**src/rtl/norm_ctrl_pkg.sv**
```systemverilog
// Shared types and constants for the crop-filter -> normalizer frame sequencer.
//   ctrl_state_t     : sequencer states
//   DEFAULT_NORM_DEN : denominator value out of reset
//   MIN_NORM_DEN     : smallest legal denominator (a zero divisor is replaced by this)
//   clamp_den()      : maps a zero denominator candidate onto MIN_NORM_DEN
package norm_ctrl_pkg;

  localparam int unsigned PIX_W = 8;

  typedef enum logic [2:0] {
    IDLE,
    LAUNCH,
    WAIT_CF,
    WAIT_NR,
    DONE,
    ERROR
  } ctrl_state_t;

  localparam logic [PIX_W-1:0] DEFAULT_NORM_DEN = 8'd255;
  localparam logic [PIX_W-1:0] MIN_NORM_DEN     = 8'd1;

  // The normalizer divides by this value, so zero is never allowed through.
  function automatic logic [PIX_W-1:0] clamp_den(input logic [PIX_W-1:0] value);
    return (value == '0) ? MIN_NORM_DEN : value;
  endfunction

endpackage

```
**src/rtl/norm_pipeline_ctrl_watchdog_timer.sv**
```systemverilog
// Per-wait-state watchdog.
//   clk, s_axis_resetn : clock, async active-low reset
//   restart            : clears the count (first cycle of a new wait state follows)
//   enable             : high in every cycle spent in a watched wait state
//   expired            : registered; high in the LIMIT-th consecutive enabled cycle
module watchdog_timer #(
  parameter int unsigned LIMIT = 1_000_000
) (
  input  logic clk,
  input  logic s_axis_resetn,
  input  logic restart,
  input  logic enable,
  output logic expired
);

  localparam int unsigned CNT_W = $clog2(LIMIT + 1);
  localparam logic [CNT_W-1:0] PRE_LAST = CNT_W'(LIMIT - 2);
  localparam logic [CNT_W-1:0] LAST     = CNT_W'(LIMIT - 1);

  logic [CNT_W-1:0] count;

  // count holds the number of enabled cycles already completed; expired is
  // raised one edge early so it lines up with the LIMIT-th cycle itself.
  always_ff @(posedge clk or negedge s_axis_resetn) begin
    if (!s_axis_resetn) begin
      count   <= '0;
      expired <= 1'b0;
    end else if (restart) begin
      count   <= '0;
      expired <= 1'b0;
    end else if (enable) begin
      if (count != LAST) count <= count + CNT_W'(1);
      expired <= (count >= PRE_LAST);
    end else begin
      expired <= 1'b0;
    end
  end

endmodule

```
**src/rtl/norm_pipeline_ctrl.sv**
```systemverilog
// Per-frame sequencer for the crop-filter -> normalizer path.
//   clk, s_axis_resetn          : clock, async active-low reset
//   frame_req                   : one-cycle frame request (one-deep queue behind it)
//   seq_ap_idle                 : upstream sequencer idle
//   cf_ap_ready/done, cf_max_pixel : crop filter handshake and per-frame maximum
//   nr_ap_ready/done            : normalizer handshake
//   norm_mode, cfg_norm_value   : auto (captured max) or static denominator select
//   err_clear                   : leaves the sticky watchdog error
//   cf_ap_start, nr_ap_start    : paired one-cycle start pulses
//   norm_denominator            : denominator presented to the normalizer
//   busy, frame_done, frame_count, drop_count, timeout_err : status
module norm_pipeline_ctrl
  import norm_ctrl_pkg::*;
#(
  parameter int unsigned OUT_ROWS       = 10,
  parameter int unsigned OUT_COLS       = 10,
  parameter int unsigned TIMEOUT_CYCLES = 1_000_000,
  parameter int unsigned FCNT_W         = 16
) (
  input  logic              clk,
  input  logic              s_axis_resetn,
  input  logic              frame_req,
  input  logic              seq_ap_idle,
  input  logic              cf_ap_ready,
  input  logic              cf_ap_done,
  input  logic [PIX_W-1:0]  cf_max_pixel,
  input  logic              nr_ap_ready,
  input  logic              nr_ap_done,
  input  logic              norm_mode,
  input  logic [PIX_W-1:0]  cfg_norm_value,
  input  logic              err_clear,
  output logic              cf_ap_start,
  output logic              nr_ap_start,
  output logic [PIX_W-1:0]  norm_denominator,
  output logic              busy,
  output logic              frame_done,
  output logic [FCNT_W-1:0] frame_count,
  output logic [FCNT_W-1:0] drop_count,
  output logic              timeout_err
);

  // Elaboration-time parameter sanity.
  if (TIMEOUT_CYCLES < 2) begin : g_bad_timeout
    $error("TIMEOUT_CYCLES must be at least 2");
  end
  if ((OUT_ROWS == 0) || (OUT_COLS == 0)) begin : g_bad_geometry
    $error("OUT_ROWS and OUT_COLS must be non-zero");
  end

  ctrl_state_t      state, next_state;
  logic             pending, pending_d;
  logic             start_q, start_d;
  logic [PIX_W-1:0] den_q, den_d;
  logic             frame_done_d;
  logic             drop_inc;
  logic             accept;
  logic             wd_restart, wd_enable, wd_expired;

  assign cf_ap_start      = start_q;
  assign nr_ap_start      = start_q;
  assign norm_denominator = den_q;

  assign accept     = (state == IDLE) && (frame_req || pending) && seq_ap_idle;
  assign wd_enable  = (state == WAIT_CF) || (state == WAIT_NR);
  assign wd_restart = (next_state != state) &&
                      ((next_state == WAIT_CF) || (next_state == WAIT_NR));

  watchdog_timer #(
    .LIMIT (TIMEOUT_CYCLES)
  ) u_watchdog (
    .clk           (clk),
    .s_axis_resetn (s_axis_resetn),
    .restart       (wd_restart),
    .enable        (wd_enable),
    .expired       (wd_expired)
  );

  // State register.
  always_ff @(posedge clk or negedge s_axis_resetn) begin
    if (!s_axis_resetn) state <= IDLE;
    else                state <= next_state;
  end

  // Next-state logic. LAUNCH is left only after its start pulse has been out
  // for a cycle, so the pulse is always exactly one cycle wide.
  always_comb begin
    next_state = state;
    unique case (state)
      IDLE:    if (accept) next_state = LAUNCH;
      LAUNCH:  if (start_q) next_state = WAIT_CF;
      WAIT_CF: begin
        if (cf_ap_done)      next_state = nr_ap_done ? DONE : WAIT_NR;
        else if (wd_expired) next_state = ERROR;
      end
      WAIT_NR: begin
        if (nr_ap_done)      next_state = DONE;
        else if (wd_expired) next_state = ERROR;
      end
      DONE:    next_state = IDLE;
      ERROR:   if (err_clear) next_state = IDLE;
      default: next_state = IDLE;
    endcase
  end

  // Output / bookkeeping next values.
  always_comb begin
    start_d      = 1'b0;
    den_d        = den_q;
    frame_done_d = 1'b0;
    pending_d    = pending;
    drop_inc     = 1'b0;

    start_d      = (state == LAUNCH) && !start_q && cf_ap_ready && nr_ap_ready;
    frame_done_d = (state == DONE);

    if ((state == WAIT_CF) && cf_ap_done)
      den_d = clamp_den(norm_mode ? cf_max_pixel : cfg_norm_value);

    // One-deep request queue; a request arriving as the pending one is
    // consumed refills the slot instead of being dropped.
    if (state == ERROR) begin
      if (frame_req) drop_inc  = 1'b1;
      if (err_clear) pending_d = 1'b0;
    end else if (accept) begin
      if (pending) pending_d = frame_req;
    end else if (frame_req) begin
      if (pending) drop_inc  = 1'b1;
      else         pending_d = 1'b1;
    end
  end

  // Registered outputs and bookkeeping.
  always_ff @(posedge clk or negedge s_axis_resetn) begin
    if (!s_axis_resetn) begin
      start_q     <= 1'b0;
      den_q       <= DEFAULT_NORM_DEN;
      busy        <= 1'b0;
      frame_done  <= 1'b0;
      frame_count <= '0;
      drop_count  <= '0;
      pending     <= 1'b0;
      timeout_err <= 1'b0;
    end else begin
      start_q     <= start_d;
      den_q       <= den_d;
      busy        <= (next_state != IDLE);
      frame_done  <= frame_done_d;
      pending     <= pending_d;
      timeout_err <= (next_state == ERROR);
      if (frame_done_d) frame_count <= frame_count + FCNT_W'(1);
      if (drop_inc)     drop_count  <= drop_count + FCNT_W'(1);
    end
  end

endmodule

```
**config.mk**
```make
export PLATFORM = sky130hd
export DESIGN_NAME = norm_pipeline_ctrl
export DESIGN_NICKNAME = d
export VERILOG_FILES = /design/src/rtl/norm_ctrl_pkg.sv /design/src/rtl/norm_pipeline_ctrl_watchdog_timer.sv /design/src/rtl/norm_pipeline_ctrl.sv
export SDC_FILE = /design/constraint.sdc
export NUM_CORES = 1
export LEC_CHECK = 0
export CAP_MARGIN = 30
export CORE_AREA = 2 2 75 113
export DETAILED_ROUTE_END_ITERATION = 12
export DIE_AREA = 0 0 77 115
export GPL_ROUTABILITY_DRIVEN = 0
export PLACE_DENSITY_LB_ADDON = 0.15
export REMOVE_ABC_BUFFERS = 1
export SYNTH_ARGS = -nofsm -noshare
export SYNTH_HDL_FRONTEND = slang
export SYNTH_HIERARCHICAL = 1
export SYNTH_SLANG_ARGS = --single-unit
```
**constraint.sdc**
```tcl
create_clock -name clk -period 2.1 [get_ports clk]
set_input_delay 0.315 -clock clk [delete_from_list [all_inputs] [get_ports clk]]
set_output_delay 0.315 -clock clk [all_outputs]
set_load 0.005 [all_outputs]
```
==> impl_metrics.toml <==
[run_status]
outcome = "finished with violations"
failed_checks = "negative hold slack"

[pwr]
cellPowerDensity_nw_per_um2 = 955
clock_network_power_share_pct = 29.9
power.switching_fraction_pct = 30.4
fin_total_pwr_w = 0.00451
leakage_dissipation_nw = 2.03
register_share_of_total_power_pct = 41.9
p_comb_share_pct = 28.3
power_switching_w = 0.00137
vdd_ir_drop_max_v = 0.000567
cellInternalPower_w = 0.00314

[grt]
grt-ovfl-total = 0
antenna_violations_before_repair = 0
grtUsageTotal_pct = 19.1
vias_in_the_first_global_route = 2760
grt_pass1_wl_mm = 13.4
grt_start_max_net_pins = 70

[place]
dp.final_hpwl_mm = 5.86
placed_cell_area_sq_um = 4460
numPortBuffers = 70

[routing]
drt_pass1_iterations = 4
via_per_inst = 5.37
remaining_drc_errors = 0
initialDrtViolationCount = 84
post_drt_wl_per_cell_microns = 14.8
finalWirelength_mm = 8.00
num_vias = 2904
postRouteAntennaNets = 0

[floorplan]
initial_core_util_pct = 45.7
ioPinCount = 71
dieHeight_microns = 115
coreArea_sq_um = 7910
die_area_sq_um = 8860
floorplan.rows = 40
die_width_microns = 77

[sta]
setup-violations-final = 0
totalNegativeSetupSlack_ns = 0
finalClockSkew_ns = 0.00477
slew_violations = 0
max_freq_mhz = 525
whs_ns = -0.00804
tightestPinTransition_ns = 0.596
final.min_clock_period_ns = 1.91
rsz0062_at_grt = "false"
hold_viol_final = 3
slew_headroom_pct = 60.3
final_min_period_over_clock_period_pct = 90.8

[logic_synthesis]
synth_top_area_share_pct = 42.2
synthDistinctLibCells = 58
async_reset_ff_share_pct = 100
yosysSeqAreaShare_pct = 48.0
synth.yosys.warnings = 6
dominantRegCellSynth = "dfrtp_1"
post_synth_inst_count = 353
synth-edff-count = 0
syn_avg_cell_area_sq_um = 10.2
synth.area.top_cells = "dfrtp_1 42%, dfstp_2 5.8%, xnor2_1 4.1%"
cell_area_after_technology_mapping_sq_um = 3610
synth_area_leader = "dfrtp_1"
synth-seq-cells = 69

[clock_tree]
cts.repair_timing.setup_buffer_count = 0
cts-buffers-inserted = 9
htree_num_levels = 3
worst_skew_pair.late_latency_ns = 0.33
cts_tree = "done"
clk_pin_slew_worst_paths_ns = 0.05
clk_path_buf_depth = 2
number_of_hold_buffers_added_after_cts = 0
cts-root-buf = "clkbuf_16"
cts_repair_resize_count = 0
cts_num_sinks = 69

[final_layout]
antennaDiodeCount = 0
num-nets-final = 461
post_route_cells_drive_above_1_share_pct = 11.2
area_growth_syn_to_layout_pct = 30.6
layout.cell_area.non_filler_sq_um = 4720
utilization_pct = 59.7

[setup_path]
endpoint_kind = "register"
critPathLaunchType = "register"
timing.setup.critical_path_class = "register to register"
worstPathMaxFanout = 9
worst_ep_required_time_ns = 2.36
critPathArrivalTime_ns = 2.16

[worst_hold_path]
worstHoldPathType = "input port to async pin"

[job]
cap_viol_max_count = 0
cells in the final DEF, fill, tap and decap left out, types with 4 or more instances in the layout:
master / instances
a21oi_1: 29
and3_1: 5
buf_4: 9
clkbuf_1: 4
clkbuf_16: 9
clkdlybuf4s50_1: 69
dfrtp_1: 61
dfstp_2: 8
ha_1: 4
inv_1: 10
mux2_1: 4
mux2i_1: 8
nand2_1: 35
nand2b_1: 4
nand3_1: 12
nand4_1: 15
nor2_1: 24
nor2b_1: 6
nor3_1: 7
nor4_1: 7
nor4_4: 4
o21ai_0: 7
o31ai_1: 6
or3_1: 6
or4_1: 8
xnor2_1: 17
xor2_1: 15
logic make-up after synthesis:
| group | after synthesis | share of synthesized area (%) |
|---|---|---|
| adders and majority gates | 5 | 1.66 |
| muxes | 13 | 3.88 |
| AOI/OAI and AO/OA | 54 | 9.24 |
| xor gates and xnor gates | 32 | 7.75 |
| DFF | 69 | 48.0 |
| and+or+nand+nor | 156 | 26.3 |
| buffers and inverters | 24 | 3.12 |
cell usage after synthesis (5+ instances only):
cell type and instances:
o31ai_1 6, o21ai_0 7, nor4_1 7, dfrtp_1 61, or3_1 6, and3_1 5
xor2_1 15, or4_1 8, nor2_1 24, mux2i_1 8, nand3_1 12, nand4_1 15
nand2_1 35, inv_1 11, nor3_1 7, nor2b_1 6, dfstp_2 8, xnor2_1 17
a21oi_1 29
per-stage QoR:
| step | std cells | setup slack, ns |
|---|---|---|
| final | 541 | 0.194 |
| after global routing | 541 | 0.0427 |
| after CTS | 541 | 0.136 |
| after detailed placement | 525 | -0.0120 |
| after global placement | 525 | 0.0105 |
| after floorplan | 340 | -0.321 |
worst paths after layout:
path	from	endpoint	slack, ns	cells after the start
setup reg to reg	state[2]	u_watchdog/count[18]	0.19	6
setup / recovery	state[2]	u_watchdog/count[18]	0.19	6
max in group asynchronous	s_axis_resetn	norm_denominator[1]	1.76	2
hold / removal	s_axis_resetn	frame_count[7]	-0.008	2
min in group clk	norm_denominator[0]	norm_denominator[0]	0.46	2
hold reg to reg	norm_denominator[0]	norm_denominator[0]	0.46	2
power groups by stage:
stage               Clock [W]  Combinational (W)  Sequential [W]
finish                0.00135            0.00128         0.00189
global route          0.00144            0.00141         0.00193
CTS                   0.00139            0.00130         0.00189
detailed placement          0            0.00129         0.00191
global placement            0            0.00127         0.00190
floorplan                   0           0.000646         0.00187
final cells by class:
class                           instances  area, sq um
Sequential cell                        69         1740
Inverter                               11         41.3
Tap cell                              105          131
Multi-Input combinational cell        260         1770
Fill cell                             739         3190
Clock buffer                           14          254
Clock inverter                          2         10.0
Timing Repair Buffer                   80          783
critical path, cell delays in order (launching register included):
cell and delay (ns):
dfrtp_1 0.47, nand2b_1 0.24, inv_2 0.14, and4_1 0.24
nand4_1 0.17, or4_1 0.43, a21oi_1 0.15
registers in the layout, indices dropped and copies added, names as in the netlist:
name	flops
u_watchdog/count	20
timeout_err	1
cf_ap_start	1
pending	1
state	3
frame_count	16
drop_count	16
frame_done	1
norm_denominator	8
busy	1
u_watchdog/expired	1
per-layer routing:
| layer | vias to the layer above | global-route usage [%] | routed length (microns) |
|---|---|---|---|
| li1 | 1431 | - | - |
| met1 | 1399 | 23.7 | 3490 |
| met2 | 60 | 31.7 | 4050 |
| met3 | 14 | 4.79 | 290 |
| met4 | 0 | 8.81 | 174 |
| met5 | - | 0 | 0 |
Note: power is estimated with default switching activity, not from simulation.
